`config.mk`:
```
export PLATFORM = sky130hd
export DESIGN_NAME = rtc_pclk_sync_multi_flat
export DESIGN_NICKNAME = d
export VERILOG_FILES = /design/src/rtl/rtc_sync_pkg.sv /design/src/rtl/rtc_pclk_sync_multi_if.sv /design/src/rtl/rtc_sync_bit.sv /design/src/rtl/rtc_pclk_sync_multi.sv /design/src/flat_wrapper.sv
export SDC_FILE = /design/constraint.sdc
export NUM_CORES = 1
export LEC_CHECK = 0
export CORE_ASPECT_RATIO = 2
export CORE_MARGIN = 4
export CORE_UTILIZATION = 30
export CTS_CLUSTER_DIAMETER = 100
export DETAILED_ROUTE_END_ITERATION = 6
export DONT_BUFFER_PORTS = 1
export MAX_ROUTING_LAYER = met4
export SLEW_MARGIN = 30
export SYNTH_ARGS = -nofsm -noshare
export SYNTH_HDL_FRONTEND = slang
export SYNTH_HIERARCHICAL = 1
export SYNTH_SLANG_ARGS = --single-unit
export TNS_END_PERCENT = 1
```
`constraint.sdc`:
```
create_clock -name PCLK -period 1.83 [get_ports PCLK]
set_input_delay 0 -clock PCLK [delete_from_list [all_inputs] [get_ports PCLK]]
set_output_delay 0 -clock PCLK [all_outputs]
set_load 0.01 [all_outputs]
```
`src/rtl/rtc_sync_pkg.sv`:
```
// Shared constants and parameter range check for the RTC PCLK-domain synchroniser.
package rtc_sync_pkg;

   localparam int unsigned DEF_COUNT_W     = 32;
   localparam int unsigned DEF_NUM_INT     = 2;
   localparam int unsigned DEF_SYNC_STAGES = 2;

   localparam int unsigned MIN_SYNC_STAGES = 2;
   localparam int unsigned MAX_SYNC_STAGES = 4;
   localparam int unsigned MAX_COUNT_W     = 64;
   localparam int unsigned MAX_NUM_INT     = 16;

   // True when the parameter set is one the synchroniser supports.
   function automatic bit paramsOk(input int unsigned countW,
                                   input int unsigned numInt,
                                   input int unsigned syncStages);
      return (countW >= 1) && (countW <= MAX_COUNT_W) &&
             (numInt >= 1) && (numInt <= MAX_NUM_INT) &&
             (syncStages >= MIN_SYNC_STAGES) && (syncStages <= MAX_SYNC_STAGES);
   endfunction

endpackage

```
`src/rtl/rtc_pclk_sync_multi_if.sv`:
```
// Bus between the RTC counter/match core (master) and the PCLK synchroniser (slave).
interface rtc_pclk_sync_multi_if
   import rtc_sync_pkg::*;
#(
   parameter int unsigned COUNT_W = DEF_COUNT_W,
   parameter int unsigned NUM_INT = DEF_NUM_INT
);

   logic [COUNT_W-1:0] CountIn;
   logic               CountTgl;
   logic [NUM_INT-1:0] IntRaw;
   logic [NUM_INT-1:0] IntMask;
   logic [NUM_INT-1:0] EdgeMode;
   logic [NUM_INT-1:0] IntClr;

   logic [COUNT_W-1:0] CountSync;
   logic               CountUpd;
   logic               CountWrap;
   logic [NUM_INT-1:0] RawIntSync;
   logic [NUM_INT-1:0] RawIntEdge;
   logic [NUM_INT-1:0] IntPend;
   logic [NUM_INT-1:0] MaskIntStatus;
   logic               IntOut;

   modport master (
      output CountIn, CountTgl, IntRaw, IntMask, EdgeMode, IntClr,
      input  CountSync, CountUpd, CountWrap, RawIntSync, RawIntEdge,
             IntPend, MaskIntStatus, IntOut
   );

   modport slave (
      input  CountIn, CountTgl, IntRaw, IntMask, EdgeMode, IntClr,
      output CountSync, CountUpd, CountWrap, RawIntSync, RawIntEdge,
             IntPend, MaskIntStatus, IntOut
   );

endinterface

```
`src/rtl/rtc_sync_bit.sv`:
```
// Single-bit multi-flop synchroniser into PCLK; all stages reset to 0.
module rtc_sync_bit
   import rtc_sync_pkg::*;
#(
   parameter int unsigned STAGES = MIN_SYNC_STAGES
) (
   input  logic PCLK,
   input  logic PRESETn,
   input  logic Async,
   output logic Sync
);

   logic [STAGES-1:0] chain;

   always_ff @(posedge PCLK or negedge PRESETn) begin
      if (!PRESETn) begin
         chain <= '0;
      end else begin
         chain <= {chain[STAGES-2:0], Async};
      end
   end

   assign Sync = chain[STAGES-1];

endmodule

```
`src/rtl/rtc_pclk_sync_multi.sv`:
```
// Brings the RTC counter (toggle handshake) and NUM_INT interrupt sources into PCLK,
// with per-channel level/latched-edge pending, write-1-to-clear and masking.
module rtc_pclk_sync_multi
   import rtc_sync_pkg::*;
#(
   parameter int unsigned COUNT_W     = DEF_COUNT_W,
   parameter int unsigned NUM_INT     = DEF_NUM_INT,
   parameter int unsigned SYNC_STAGES = DEF_SYNC_STAGES
) (
   input logic                  PCLK,
   input logic                  PRESETn,
   rtc_pclk_sync_multi_if.slave syncIf
);

   if (!paramsOk(COUNT_W, NUM_INT, SYNC_STAGES)) begin : gParamCheck
      $error("rtc_pclk_sync_multi: COUNT_W/NUM_INT/SYNC_STAGES out of range");
   end

   logic               tglS;
   logic               tglH;
   logic               cntEv;
   logic [COUNT_W-1:0] countSync;
   logic               countUpd;
   logic               countWrap;

   logic [NUM_INT-1:0] rawSync;
   logic [NUM_INT-1:0] rawHist;
   logic [NUM_INT-1:0] rawEdge;
   logic [NUM_INT-1:0] pendReg;
   logic [NUM_INT-1:0] pendNext;
   logic [NUM_INT-1:0] intPend;
   logic [NUM_INT-1:0] maskStatus;

   rtc_sync_bit #(.STAGES(SYNC_STAGES)) uTglSync (
      .PCLK    (PCLK),
      .PRESETn (PRESETn),
      .Async   (syncIf.CountTgl),
      .Sync    (tglS)
   );

   // A toggle edge seen in PCLK marks CountIn as stable and ready to capture.
   assign cntEv = tglS ^ tglH;

   always_ff @(posedge PCLK or negedge PRESETn) begin
      if (!PRESETn) begin
         tglH      <= 1'b0;
         countSync <= '0;
         countUpd  <= 1'b0;
         countWrap <= 1'b0;
      end else begin
         tglH      <= tglS;
         countUpd  <= cntEv;
         countWrap <= cntEv && (syncIf.CountIn < countSync);
         if (cntEv) begin
            countSync <= syncIf.CountIn;
         end
      end
   end

   for (genvar i = 0; i < NUM_INT; i++) begin : gIntSync
      rtc_sync_bit #(.STAGES(SYNC_STAGES)) uIntSync (
         .PCLK    (PCLK),
         .PRESETn (PRESETn),
         .Async   (syncIf.IntRaw[i]),
         .Sync    (rawSync[i])
      );
   end

   assign rawEdge = rawSync & ~rawHist;

   // Edge-mode latch: a new edge beats a coincident clear; level mode keeps it empty.
   always_comb begin
      pendNext = '0;
      for (int i = 0; i < NUM_INT; i++) begin
         if (syncIf.EdgeMode[i]) begin
            pendNext[i] = rawEdge[i] | (pendReg[i] & ~syncIf.IntClr[i]);
         end
      end
   end

   always_ff @(posedge PCLK or negedge PRESETn) begin
      if (!PRESETn) begin
         rawHist <= '0;
         pendReg <= '0;
      end else begin
         rawHist <= rawSync;
         pendReg <= pendNext;
      end
   end

   always_comb begin
      intPend = rawSync;
      for (int i = 0; i < NUM_INT; i++) begin
         if (syncIf.EdgeMode[i]) begin
            intPend[i] = pendReg[i];
         end
      end
   end

   assign maskStatus = intPend & syncIf.IntMask;

   assign syncIf.CountSync     = countSync;
   assign syncIf.CountUpd      = countUpd;
   assign syncIf.CountWrap     = countWrap;
   assign syncIf.RawIntSync    = rawSync;
   assign syncIf.RawIntEdge    = rawEdge;
   assign syncIf.IntPend       = intPend;
   assign syncIf.MaskIntStatus = maskStatus;
   assign syncIf.IntOut        = |maskStatus;

endmodule
```
`src/flat_wrapper.sv`:
```
// flat-port wrapper written by rule: the top's interface ports become plain ports
module rtc_pclk_sync_multi_flat import rtc_sync_pkg::*;
#(
   parameter int unsigned COUNT_W     = DEF_COUNT_W,
   parameter int unsigned NUM_INT     = DEF_NUM_INT,
   parameter int unsigned SYNC_STAGES = DEF_SYNC_STAGES
)
  (PCLK, PRESETn, syncIf_CountIn, syncIf_CountTgl, syncIf_IntRaw, syncIf_IntMask, syncIf_EdgeMode, syncIf_IntClr, syncIf_CountSync, syncIf_CountUpd, syncIf_CountWrap, syncIf_RawIntSync, syncIf_RawIntEdge, syncIf_IntPend, syncIf_MaskIntStatus, syncIf_IntOut);
  rtc_pclk_sync_multi_if #(.COUNT_W(COUNT_W), .NUM_INT(NUM_INT)) syncIf_i ();
  input logic PCLK;
  input logic PRESETn;
  input wire logic [$bits(syncIf_i.CountIn)-1:0] syncIf_CountIn;
  input wire logic [$bits(syncIf_i.CountTgl)-1:0] syncIf_CountTgl;
  input wire logic [$bits(syncIf_i.IntRaw)-1:0] syncIf_IntRaw;
  input wire logic [$bits(syncIf_i.IntMask)-1:0] syncIf_IntMask;
  input wire logic [$bits(syncIf_i.EdgeMode)-1:0] syncIf_EdgeMode;
  input wire logic [$bits(syncIf_i.IntClr)-1:0] syncIf_IntClr;
  output wire logic [$bits(syncIf_i.CountSync)-1:0] syncIf_CountSync;
  output wire logic [$bits(syncIf_i.CountUpd)-1:0] syncIf_CountUpd;
  output wire logic [$bits(syncIf_i.CountWrap)-1:0] syncIf_CountWrap;
  output wire logic [$bits(syncIf_i.RawIntSync)-1:0] syncIf_RawIntSync;
  output wire logic [$bits(syncIf_i.RawIntEdge)-1:0] syncIf_RawIntEdge;
  output wire logic [$bits(syncIf_i.IntPend)-1:0] syncIf_IntPend;
  output wire logic [$bits(syncIf_i.MaskIntStatus)-1:0] syncIf_MaskIntStatus;
  output wire logic [$bits(syncIf_i.IntOut)-1:0] syncIf_IntOut;
  assign syncIf_i.CountIn = syncIf_CountIn;
  assign syncIf_i.CountTgl = syncIf_CountTgl;
  assign syncIf_i.IntRaw = syncIf_IntRaw;
  assign syncIf_i.IntMask = syncIf_IntMask;
  assign syncIf_i.EdgeMode = syncIf_EdgeMode;
  assign syncIf_i.IntClr = syncIf_IntClr;
  assign syncIf_CountSync = syncIf_i.CountSync;
  assign syncIf_CountUpd = syncIf_i.CountUpd;
  assign syncIf_CountWrap = syncIf_i.CountWrap;
  assign syncIf_RawIntSync = syncIf_i.RawIntSync;
  assign syncIf_RawIntEdge = syncIf_i.RawIntEdge;
  assign syncIf_IntPend = syncIf_i.IntPend;
  assign syncIf_MaskIntStatus = syncIf_i.MaskIntStatus;
  assign syncIf_IntOut = syncIf_i.IntOut;
  rtc_pclk_sync_multi #(.COUNT_W(COUNT_W), .NUM_INT(NUM_INT), .SYNC_STAGES(SYNC_STAGES)) u_core (.PCLK(PCLK), .PRESETn(PRESETn), .syncIf(syncIf_i));
endmodule
```
==> flow_summary.yaml, run 1 <==
run_status:
  outcome: "finished clean"
timing:
  finalCritPeriodShare: 0.8883
  clock_skew_ns: 0.003414
  max_slew_margin: 0.7612
  timing.fmax_ghz: 0.6151
  fin_tns_setup_ns: 0
  holdWs_ns: 0.04888
  rsz0062_at_grt: "no"
  slew_viol_final: 0
  worst_pin_slew_ns: 0.3576
  final.min_clock_period_ns: 1.626
  hold_viol_final: 0
  setup_violations: 0
clock_tree:
  cts_resized: 0
  clkLatencyLatePin_ns: 0.28
  post_cts_buffers: 0
  cts.clk_slew.worst_paths_ns: 0.06
  htree_levels: 2
  clk_path_buf_depth: 2
  clock_sinks: 45
  holdBufCountCts: 41
  root_buffer: "clkbuf_16"
  cts_buffers: 5
  cts_tree: "built"
die:
  dieArea_sq_um: 9412
  die_w_um: 70.63
  die_h_um: 133.3
  start_util: 0.3096
  core-area_sq_um: 7601
  num_rows: 45
  num_io_pins: 86
synth:
  yosysMostFrequentCell: "dfrtp_1"
  netlist-cell-type-count: 27
  synth_seq_area_share: 0.4785
  synthArstFlopShare: 1.000
  synth_cells: 241
  synth_area_leaders: "dfrtp_1 (48%), ha_1 (16%), o21ai_1 (7.2%), nand2_1 (6.9%), inv_1 (4.9%)"
  yosysTopAreaCell: "dfrtp_1"
  yosys.area.top_type_share: 0.4785
  avgSynthCellArea_sq_um: 9.766
  ys_warn_count: 6
  ys_ff_latch: 45
  syn-num-nets: 315
  synthesis.area_sq_um: 2354
  synthTopCellsByCount: "dfrtp_1 (45), nand2_1 (43), o21ai_1 (34)"
  synth_flop_cell: "dfrtp_1"
  synth_edf_count: 0
finish:
  fillers: 747
  seq_area_sq_um: 1126
  syn_to_final_growth_pct: 29.24
  nets: 358
  drive_above_1_share: 0.07018
  multi_input_area_sq_um: 1087
  num_antenna_cells: 0
power:
  cellPowerDensity_nw_per_um2: 894.0
  p_int_mw: 1.899
  leakage_nw: 1.436
  switching_share: 0.3018
  seqPwrFrac: 0.463
  vdd_drop_max_uv: 570.9
  power.share.clock: 0.312
  p_total_mw: 2.719
  power.switching_mw: 0.8207
  combPwrFrac: 0.224
setup_path:
  slowest_stage: "dfrtp_1"
  crit_path_end_kind: "flop"
  worstSetupStartpointType: "flop"
  crit_path_cell_trace: "inv_1 -> ha_1 -> a211oi_2 -> o21ai_1 -> a211oi_2 -> o21ai_1 -> a21oi_1"
  cp_num_buf_inv: 1
  cp_data_arrival_time_ns: 1.83
  max_stage_delay_ns: 0.36
  path_delay_family: "compound AO/OA/AOI/OAI gates"
  path_class: "reg2reg"
  required_ns: 2.04
  path_max_fanout: 2
detailed_routing:
  wl_per_cell_um: 14.36
  drtIter0Drc: 32
  vias: 1810
  drc: 0
  ant_nets: 0
  routed_wl_um: 5441
  post_drt_via_cell_ratio: 4.776
  dr.pass1.iters: 4
grt:
  busiest_layer: "met2"
  globalRouteTotalUtil: 0.1253
  met2_usage: 0.2323
  grt_overflow_total: 0
  antenna_found_initial: 0
  grt_pass1_vias: 2000
  grt_pass1_wl_um: 9128
  grt_max_degree: 57
  grt.met3_usage: 0.02492
  grt_use_met1: 0.1201
placed_design:
  post-dp-hpwl_um: 3919
  port_buffers: 0
  finalWeightedCongestion: 0.7955
flow_run:
  drv_cap: 0
worst_hold_path:
  holdCritPathClass: "in2reg"
[worst register-to-register path: stages, from the launching register on]
cell	delay, ns
dfrtp_1	0.36
inv_1	0.06
ha_1	0.30
a211oi_2	0.21
o21ai_1	0.12
a211oi_2	0.24
o21ai_1	0.13
a21oi_1	0.13
[worst paths after layout]
kind / from / depth (start not counted) / to / slack (ns)
worst max-delay path: u_core/syncIf.CountSync[2] / 7 / u_core/syncIf.CountWrap / 0.20
worst min-delay path: syncIf_CountIn[31] / 4 / u_core/syncIf.CountWrap / 0.05
worst max register to register: u_core/syncIf.CountSync[2] / 7 / u_core/syncIf.CountWrap / 0.20
worst min register to register: u_core/uTglSync/chain[0] / 0 / u_core/uTglSync/chain[1] / 0.35
max in group asynchronous: PRESETn / 2 / u_core/syncIf.CountSync[3] / 1.37
min in group asynchronous: PRESETn / 2 / u_core/syncIf.CountSync[12] / 0.25
[cells in the final DEF (no fill, tap or decap), types with 2 or more instances in the layout]
cell type and n:
a211oi_2 2, a21oi_1 10, a21oi_2 2, and4_1 3
clkbuf_16 5, clkinv_2 2, dfrtp_1 45, dlygate4sd3_1 40
ha_1 31, inv_1 31, mux2_4 2, nand2_1 43
nor2_1 6, nor2b_1 7, o21a_1 2, o21ai_0 5
o21ai_1 34
[metal layers]
| layer | vias up | wire [um] |
|---|---|---|
| met4 | 0 | 170 |
| li1 | 893 | - |
| met2 | 52 | 3041 |
| met5 | - | 0 |
| met1 | 855 | 1916 |
| met3 | 10 | 313 |
[through the flow]
stage,setup WS (ns),util,cells,area (sq um)
finish,0.2044,0.4002,379,3042
global route,0.09842,0.4002,379,3042
CTS,0.1506,0.4002,379,3042
detailed placement,0.1919,0.3256,330,2475
global placement,0.1841,0.3256,330,2475
floorplan,0.3536,-,241,2354
[cell families (layout without fill, tap and decap cells)]
logic type | count (synthesis) | after routing | share of synthesized area
buffers and inverters | 38 | 82 | 0.06752
and+or+nand+nor | 65 | 65 | 0.1260
AOI/OAI and AO/OA | 58 | 58 | 0.1419
adders and majority gates | 31 | 31 | 0.1648
DFF | 45 | 45 | 0.4785
muxes | 3 | 3 | 0.01754
xor gates and xnor gates | 1 | 1 | 0.003722
[state kept, by name (all words and copies together) (netlist names)]
register	flops
u_core/pendReg	2
u_core/syncIf.CountSync	32
u_core/rawHist	2
u_core/uTglSync/chain	2
u_core/syncIf.CountWrap	1
u_core/syncIf.CountUpd	1
u_core/gIntSync.uIntSync/chain	4
u_core/tglH	1
[power groups by stage]
stage               logic, mW  clock network, mW  registers [mW]
CTS                     0.619              0.901            1.26
finish                  0.610              0.850            1.26
floorplan               0.408                  0            1.25
detailed placement      0.517                  0            1.28
global placement        0.499                  0            1.28
global route            0.709              0.926            1.27
[cell type report]
class,count,area share
sequential,45,0.3702
tap,94,0.03867
multi-input combinational,158,0.3575
clock buffer,6,0.04237
clock inverter,2,0.003291
inverter,31,0.03826
timing repair buffer,43,0.1497
(Power assumes the default switching activity.)
==> run 2: changes to the inputs <==
--- a/config.mk
+++ b/config.mk
@@ -11,7 +11,6 @@
 export CTS_CLUSTER_DIAMETER = 100
 export DETAILED_ROUTE_END_ITERATION = 6
 export DONT_BUFFER_PORTS = 1
-export MAX_ROUTING_LAYER = met4
 export SLEW_MARGIN = 30
 export SYNTH_ARGS = -nofsm -noshare
 export SYNTH_HDL_FRONTEND = slang
==> run 2 against run 1 <==
Final cell count unchanged. Flip-flop and latch count unchanged. Global-route usage down 0.35 points. Non-clock buffer count unchanged. Critical path type unchanged.
==> flow_summary.yaml, run 2 (synthesis gave the netlist of run 1 again) <==
run_status:
  outcome: "finished clean"
timing:
  rsz0062_at_grt: "no"
  slew_viol_final: 0
  timing.fmax_ghz: 0.6152
  finalCritPeriodShare: 0.8882
  final.min_clock_period_ns: 1.625
  worst_slack_ns: 0.2046
  max_slew_margin: 0.7625
  worst_pin_slew_ns: 0.3557
  setup_violations: 0
  fin_tns_setup_ns: 0
  clock_skew_ns: 0.002737
  hold_viol_final: 0
detailed_routing:
  post_drt_via_cell_ratio: 4.781
  drc: 0
  drtIter0Drc: 33
  vias: 1812
  routed_wl_um: 5422
  dr.pass1.iters: 4
  wl_per_cell_um: 14.31
  ant_nets: 0
setup_path:
  path_max_fanout: 2
  path_class: "reg2reg"
  crit_path_end_kind: "flop"
  required_ns: 2.04
  worstSetupStartpointType: "flop"
  cp_data_arrival_time_ns: 1.83
power:
  leakage_nw: 1.436
  p_int_mw: 1.898
  seqPwrFrac: 0.463
  vdd_drop_max_uv: 570.6
  power.switching_mw: 0.8203
  power.share.clock: 0.313
  combPwrFrac: 0.224
  switching_share: 0.3018
  cellPowerDensity_nw_per_um2: 893.8
  p_total_mw: 2.719
grt:
  globalRouteTotalUtil: 0.1219
  grt_pass1_vias: 1995
  grt_max_degree: 57
  grt_pass1_wl_um: 9121
  grt_overflow_total: 0
  antenna_found_initial: 0
placed_design:
  preCtsSetupSlack_ns: 0.1919
  finalWeightedCongestion: 0.7846
  post-dp-hpwl_um: 3919
  port_buffers: 0
  dp_cells: 330
clock_tree:
  cts_tree: "built"
  htree_levels: 2
  cts_buffers: 5
  clkLatencyLatePin_ns: 0.28
  clk_path_buf_depth: 2
  clock_sinks: 45
  root_buffer: "clkbuf_16"
  cts.clk_slew.worst_paths_ns: 0.06
finish:
  seq_area_sq_um: 1126
  largest_reg_flops: 32
  fillers: 747
  syn_to_final_growth_pct: 29.24
  nets: 358
  multi_input_area_sq_um: 1087
  num_antenna_cells: 0
  final_cell_mix: "dfrtp_1 (45), nand2_1 (43), dlygate4sd3_1 (40)"
  mostFrequentLayoutCell: "dfrtp_1"
  finalNonFillerCells: 379
  drive_above_1_share: 0.07018
  finish.utilization: 0.4002
die:
  core-area_sq_um: 7601
  num_io_pins: 86
  dieArea_sq_um: 9412
  start_util: 0.3096
  die_w_um: 70.63
  die_h_um: 133.3
  num_rows: 45
flow_run:
  drv_cap: 0
worst_hold_path:
  holdCritPathClass: "in2reg"
[run 2: cell counts in the layout (fill, tap and decap cells not counted)]
Identical to the previous run, type by type.
[run 2: layout make-up]
type / count / area share
tap: 94 / 0.03867
inverter: 31 / 0.03826
timing repair buffer: 43 / 0.1497
sequential: 45 / 0.3702
multi-input combinational: 158 / 0.3575
clock buffer: 6 / 0.04237
clock inverter: 2 / 0.003291
[run 2: per-stage QoR]
step | cell area, sq um | hold slack, ns
finish | 3042 | 0.04629
CTS | 3042 | 0.04084
global placement | 2475 | -0.2942
floorplan | 2354 | -0.2956
detailed placement | 2475 | -0.2943
global route | 3042 | 0.05663
[run 2: metal layers]
layer,global-route usage,vias up,routed length [um]
li1,-,896,-
met1,0.1201,854,1880
met2,0.2323,52,3051
met3,0.02492,10,318
met4,0.06172,0,170
met5,0,-,0
[run 2: worst paths after layout]
check	to	slack, ns	startpoint	cells past startpoint
min in group asynchronous	u_core/syncIf.CountSync[12]	0.25	PRESETn	2
max in group asynchronous	u_core/syncIf.CountSync[3]	1.37	PRESETn	2
hold / removal	u_core/syncIf.CountWrap	0.05	syncIf_CountIn[31]	4
hold reg to reg	u_core/uTglSync/chain[1]	0.35	u_core/uTglSync/chain[0]	0
setup reg to reg	u_core/syncIf.CountWrap	0.20	u_core/syncIf.CountSync[2]	7
setup / recovery	u_core/syncIf.CountWrap	0.20	u_core/syncIf.CountSync[2]	7
[run 2: what timing repair did]
action	4_1_cts	5_1_grt
hold endpoints to repair	82	0
setup buffers	0	0
hold buffers	41	0
resized for setup	0	0
[run 2: critical path, stage by stage (launching register included)]
cell      delay, ns
dfrtp_1        0.36
inv_1          0.06
ha_1           0.30
a211oi_2       0.21
o21ai_1        0.12
a211oi_2       0.24
o21ai_1        0.13
a21oi_1        0.13
[run 2: power by group through the flow]
| stage | combinational [mW] | clock (mW) | sequential [mW] |
|---|---|---|---|
| 2_1_floorplan | 0.408 | 0 | 1.25 |
| 3_3_place_gp | 0.499 | 0 | 1.28 |
| 3_5_place_dp | 0.517 | 0 | 1.28 |
| 4_1_cts | 0.619 | 0.901 | 1.26 |
| 5_1_grt | 0.709 | 0.926 | 1.27 |
| 6_report | 0.609 | 0.851 | 1.26 |
==> run 3: changes to the inputs <==
--- a/config.mk
+++ b/config.mk
@@ -5,12 +5,15 @@
 export SDC_FILE = /design/constraint.sdc
 export NUM_CORES = 1
 export LEC_CHECK = 0
+export CELL_PAD_IN_SITES_DETAIL_PLACEMENT = 1
+export CELL_PAD_IN_SITES_GLOBAL_PLACEMENT = 2
 export CORE_ASPECT_RATIO = 2
 export CORE_MARGIN = 4
 export CORE_UTILIZATION = 30
 export CTS_CLUSTER_DIAMETER = 100
 export DETAILED_ROUTE_END_ITERATION = 6
 export DONT_BUFFER_PORTS = 1
+export PLACE_DENSITY_LB_ADDON = 0.1
 export SLEW_MARGIN = 30
 export SYNTH_ARGS = -nofsm -noshare
 export SYNTH_HDL_FRONTEND = slang
==> run 3 against run 2 <==
Sequential power barely moved. Maximum frequency rose by 1.2%. Register-to-register slack improved by 0.02 ns. Die area did not move. Critical endpoint unchanged. Highest routed layer unchanged. Wire length rose by 13%. Clock power rose by 25%. Largest cell class unchanged. Via count rose by 2.0%. Largest power group unchanged. Sequential share of layout area fell by 0.76 points.
==> flow_summary.yaml, run 3 (synthesis gave the netlist of run 1 again) <==
grt:
  grt_max_degree: 46
  grt_pass1_vias: 2218
  grt_overflow_total: 0
  antenna_found_initial: 0
  grt_pass1_wl_um: 10610
  globalRouteTotalUtil: 0.1435
timing:
  timing.fmax_ghz: 0.6223
  rsz0062_at_grt: "no"
  final.min_clock_period_ns: 1.607
  slew_viol_final: 0
  max_slew_margin: 0.7775
  setup_violations: 0
  hold_viol_final: 0
  clock_skew_ns: 0.006191
  worst_pin_slew_ns: 0.3331
  finalCritPeriodShare: 0.8781
  fin_tns_setup_ns: 0
detailed_routing:
  wl_met3_um: 364
  ant_nets: 0
  wl_per_cell_um: 15.99
  top_layer: "met4"
  drc: 0
  routed_wl_um: 6141
  vias: 1848
  wl_met1_um: 2051
  post_drt_via_cell_ratio: 4.813
  drtIter0Drc: 25
  wl_met2_um: 3613
  dr.pass1.iters: 4
die:
  die_w_um: 70.63
  num_rows: 45
  dieArea_sq_um: 9412
  die_h_um: 133.3
  num_io_pins: 86
  core-area_sq_um: 7601
  start_util: 0.3096
finish:
  final_area_sq_um: 3105
  num_antenna_cells: 0
  largest_reg_flops: 32
  nets: 363
  drive_above_1_share: 0.08966
  finish.utilization: 0.4086
  mostFrequentLayoutCell: "dfrtp_1"
  final_cell_mix: "dfrtp_1 (45), nand2_1 (43), dlygate4sd3_1 (40)"
  syn_to_final_growth_pct: 31.95
power:
  combPwrFrac: 0.217
  seqPwrFrac: 0.424
  switching_share: 0.2902
  power.switching_mw: 0.8561
  p_int_mw: 2.094
  cellPowerDensity_nw_per_um2: 949.8
  vdd_drop_max_uv: 426.9
  power.share.clock: 0.359
  leakage_nw: 1.470
clock_tree:
  clk_path_buf_depth: 2
  root_buffer: "clkbuf_16"
  cts_tree: "built"
  cts.clk_slew.worst_paths_ns: 0.06
  clock_sinks: 45
  cts_buffers: 5
  htree_levels: 2
  clkLatencyLatePin_ns: 0.29
  post_cts_buffers: 0
setup_path:
  path_class: "reg2reg"
  r2r_slack_ns: 0.22
  required_ns: 2.04
  startpoint: "u_core/syncIf.CountSync[5]"
  worst_r2r_path_depth: 7
  worstSetupStartpointType: "flop"
  reg2reg_to: "u_core/syncIf.CountWrap"
  path_max_fanout: 2
  crit_path_end_kind: "flop"
  timing.rr.start: "u_core/syncIf.CountSync[5]"
  cp-endpoint: "u_core/syncIf.CountWrap"
  cp_data_arrival_time_ns: 1.82
worst_hold_path:
  holdCritPathClass: "in2reg"
run_status:
  outcome: "finished clean"
placed_design:
  port_buffers: 0
  finalWeightedCongestion: 0.6647
  placed_cell_area_sq_um: 2500
  post-dp-hpwl_um: 4596
flow_run:
  drv_cap: 0
## run 3: cell types whose count changed in the layout (fill, tap and decap cells not counted), sizes merged
cell,before,now
bufinv,0,1
clkinv,2,0
clkbuf,6,7
buf,3,8
## run 3: timing repair
item | 4_1_cts | 5_1_grt
endpoints found under the setup margin | 0 | 1
resized for setup | 0 | 1
endpoints found under the hold margin | 82 | 0
hold buffers | 41 | 0
## run 3: final cells by class
class                   instances  area, sq um
multi-input cells             158         1092
flip-flops and latches         45         1126
well taps                      94        117.6
clock inverters                 1        30.03
repair buffers                 48        480.5
clock buffers                   7        142.6
inverters                      31        116.4
fillers                       877         4496
## run 3: worst max-delay path, cell delays in order, from the launching register on
cell	delay, ns
dfrtp_1	0.41
inv_1	0.08
ha_1	0.32
a211oi_2	0.20
nor2_1	0.08
a211oi_2	0.19
o21ai_1	0.11
a21oi_1	0.13
## run 3: through the flow
step                instances  power, mW  hold WS [ns]  setup WS (ns)
finish                    384      2.950       0.04981         0.2231
global route              384      3.168       0.08196        0.06340
CTS                       384      3.028       0.04686        0.07991
detailed placement        335      1.836       -0.2936         0.1095
global placement          335      1.825       -0.2939        0.09514
floorplan                 241      1.657       -0.2956         0.3536
## run 3: how the worst min path moves through the flow
stage / start / end / slack, ns / cells past startpoint
2_1_floorplan: PRESETn / u_core/gIntSync[0].uIntSync/chain[0] / -0.30 / 0
3_3_place_gp: PRESETn / u_core/pendReg[1] / -0.29 / 0
3_5_place_dp: PRESETn / u_core/gIntSync[1].uIntSync/chain[1] / -0.29 / 0
4_1_cts: syncIf_CountIn[31] / u_core/syncIf.CountWrap / 0.05 / 4
5_1_grt: syncIf_CountIn[31] / u_core/syncIf.CountWrap / 0.08 / 4
6_report: syncIf_CountIn[31] / u_core/syncIf.CountWrap / 0.05 / 4
## run 3: power by group through the flow
stage | Combinational, mW | Sequential [mW] | Clock [mW]
after global placement | 0.549 | 1.28 | 0
after detailed placement | 0.559 | 1.28 | 0
after CTS | 0.661 | 1.26 | 1.11
after floorplan | 0.408 | 1.25 | 0
final | 0.640 | 1.25 | 1.06
after global routing | 0.758 | 1.27 | 1.14
## run 3: per-layer routing
layer  up-vias  track usage
met5         -            0
li1        896            -
met4         0      0.05335
met3         7      0.03097
met2        55       0.2782
met1       890       0.1448
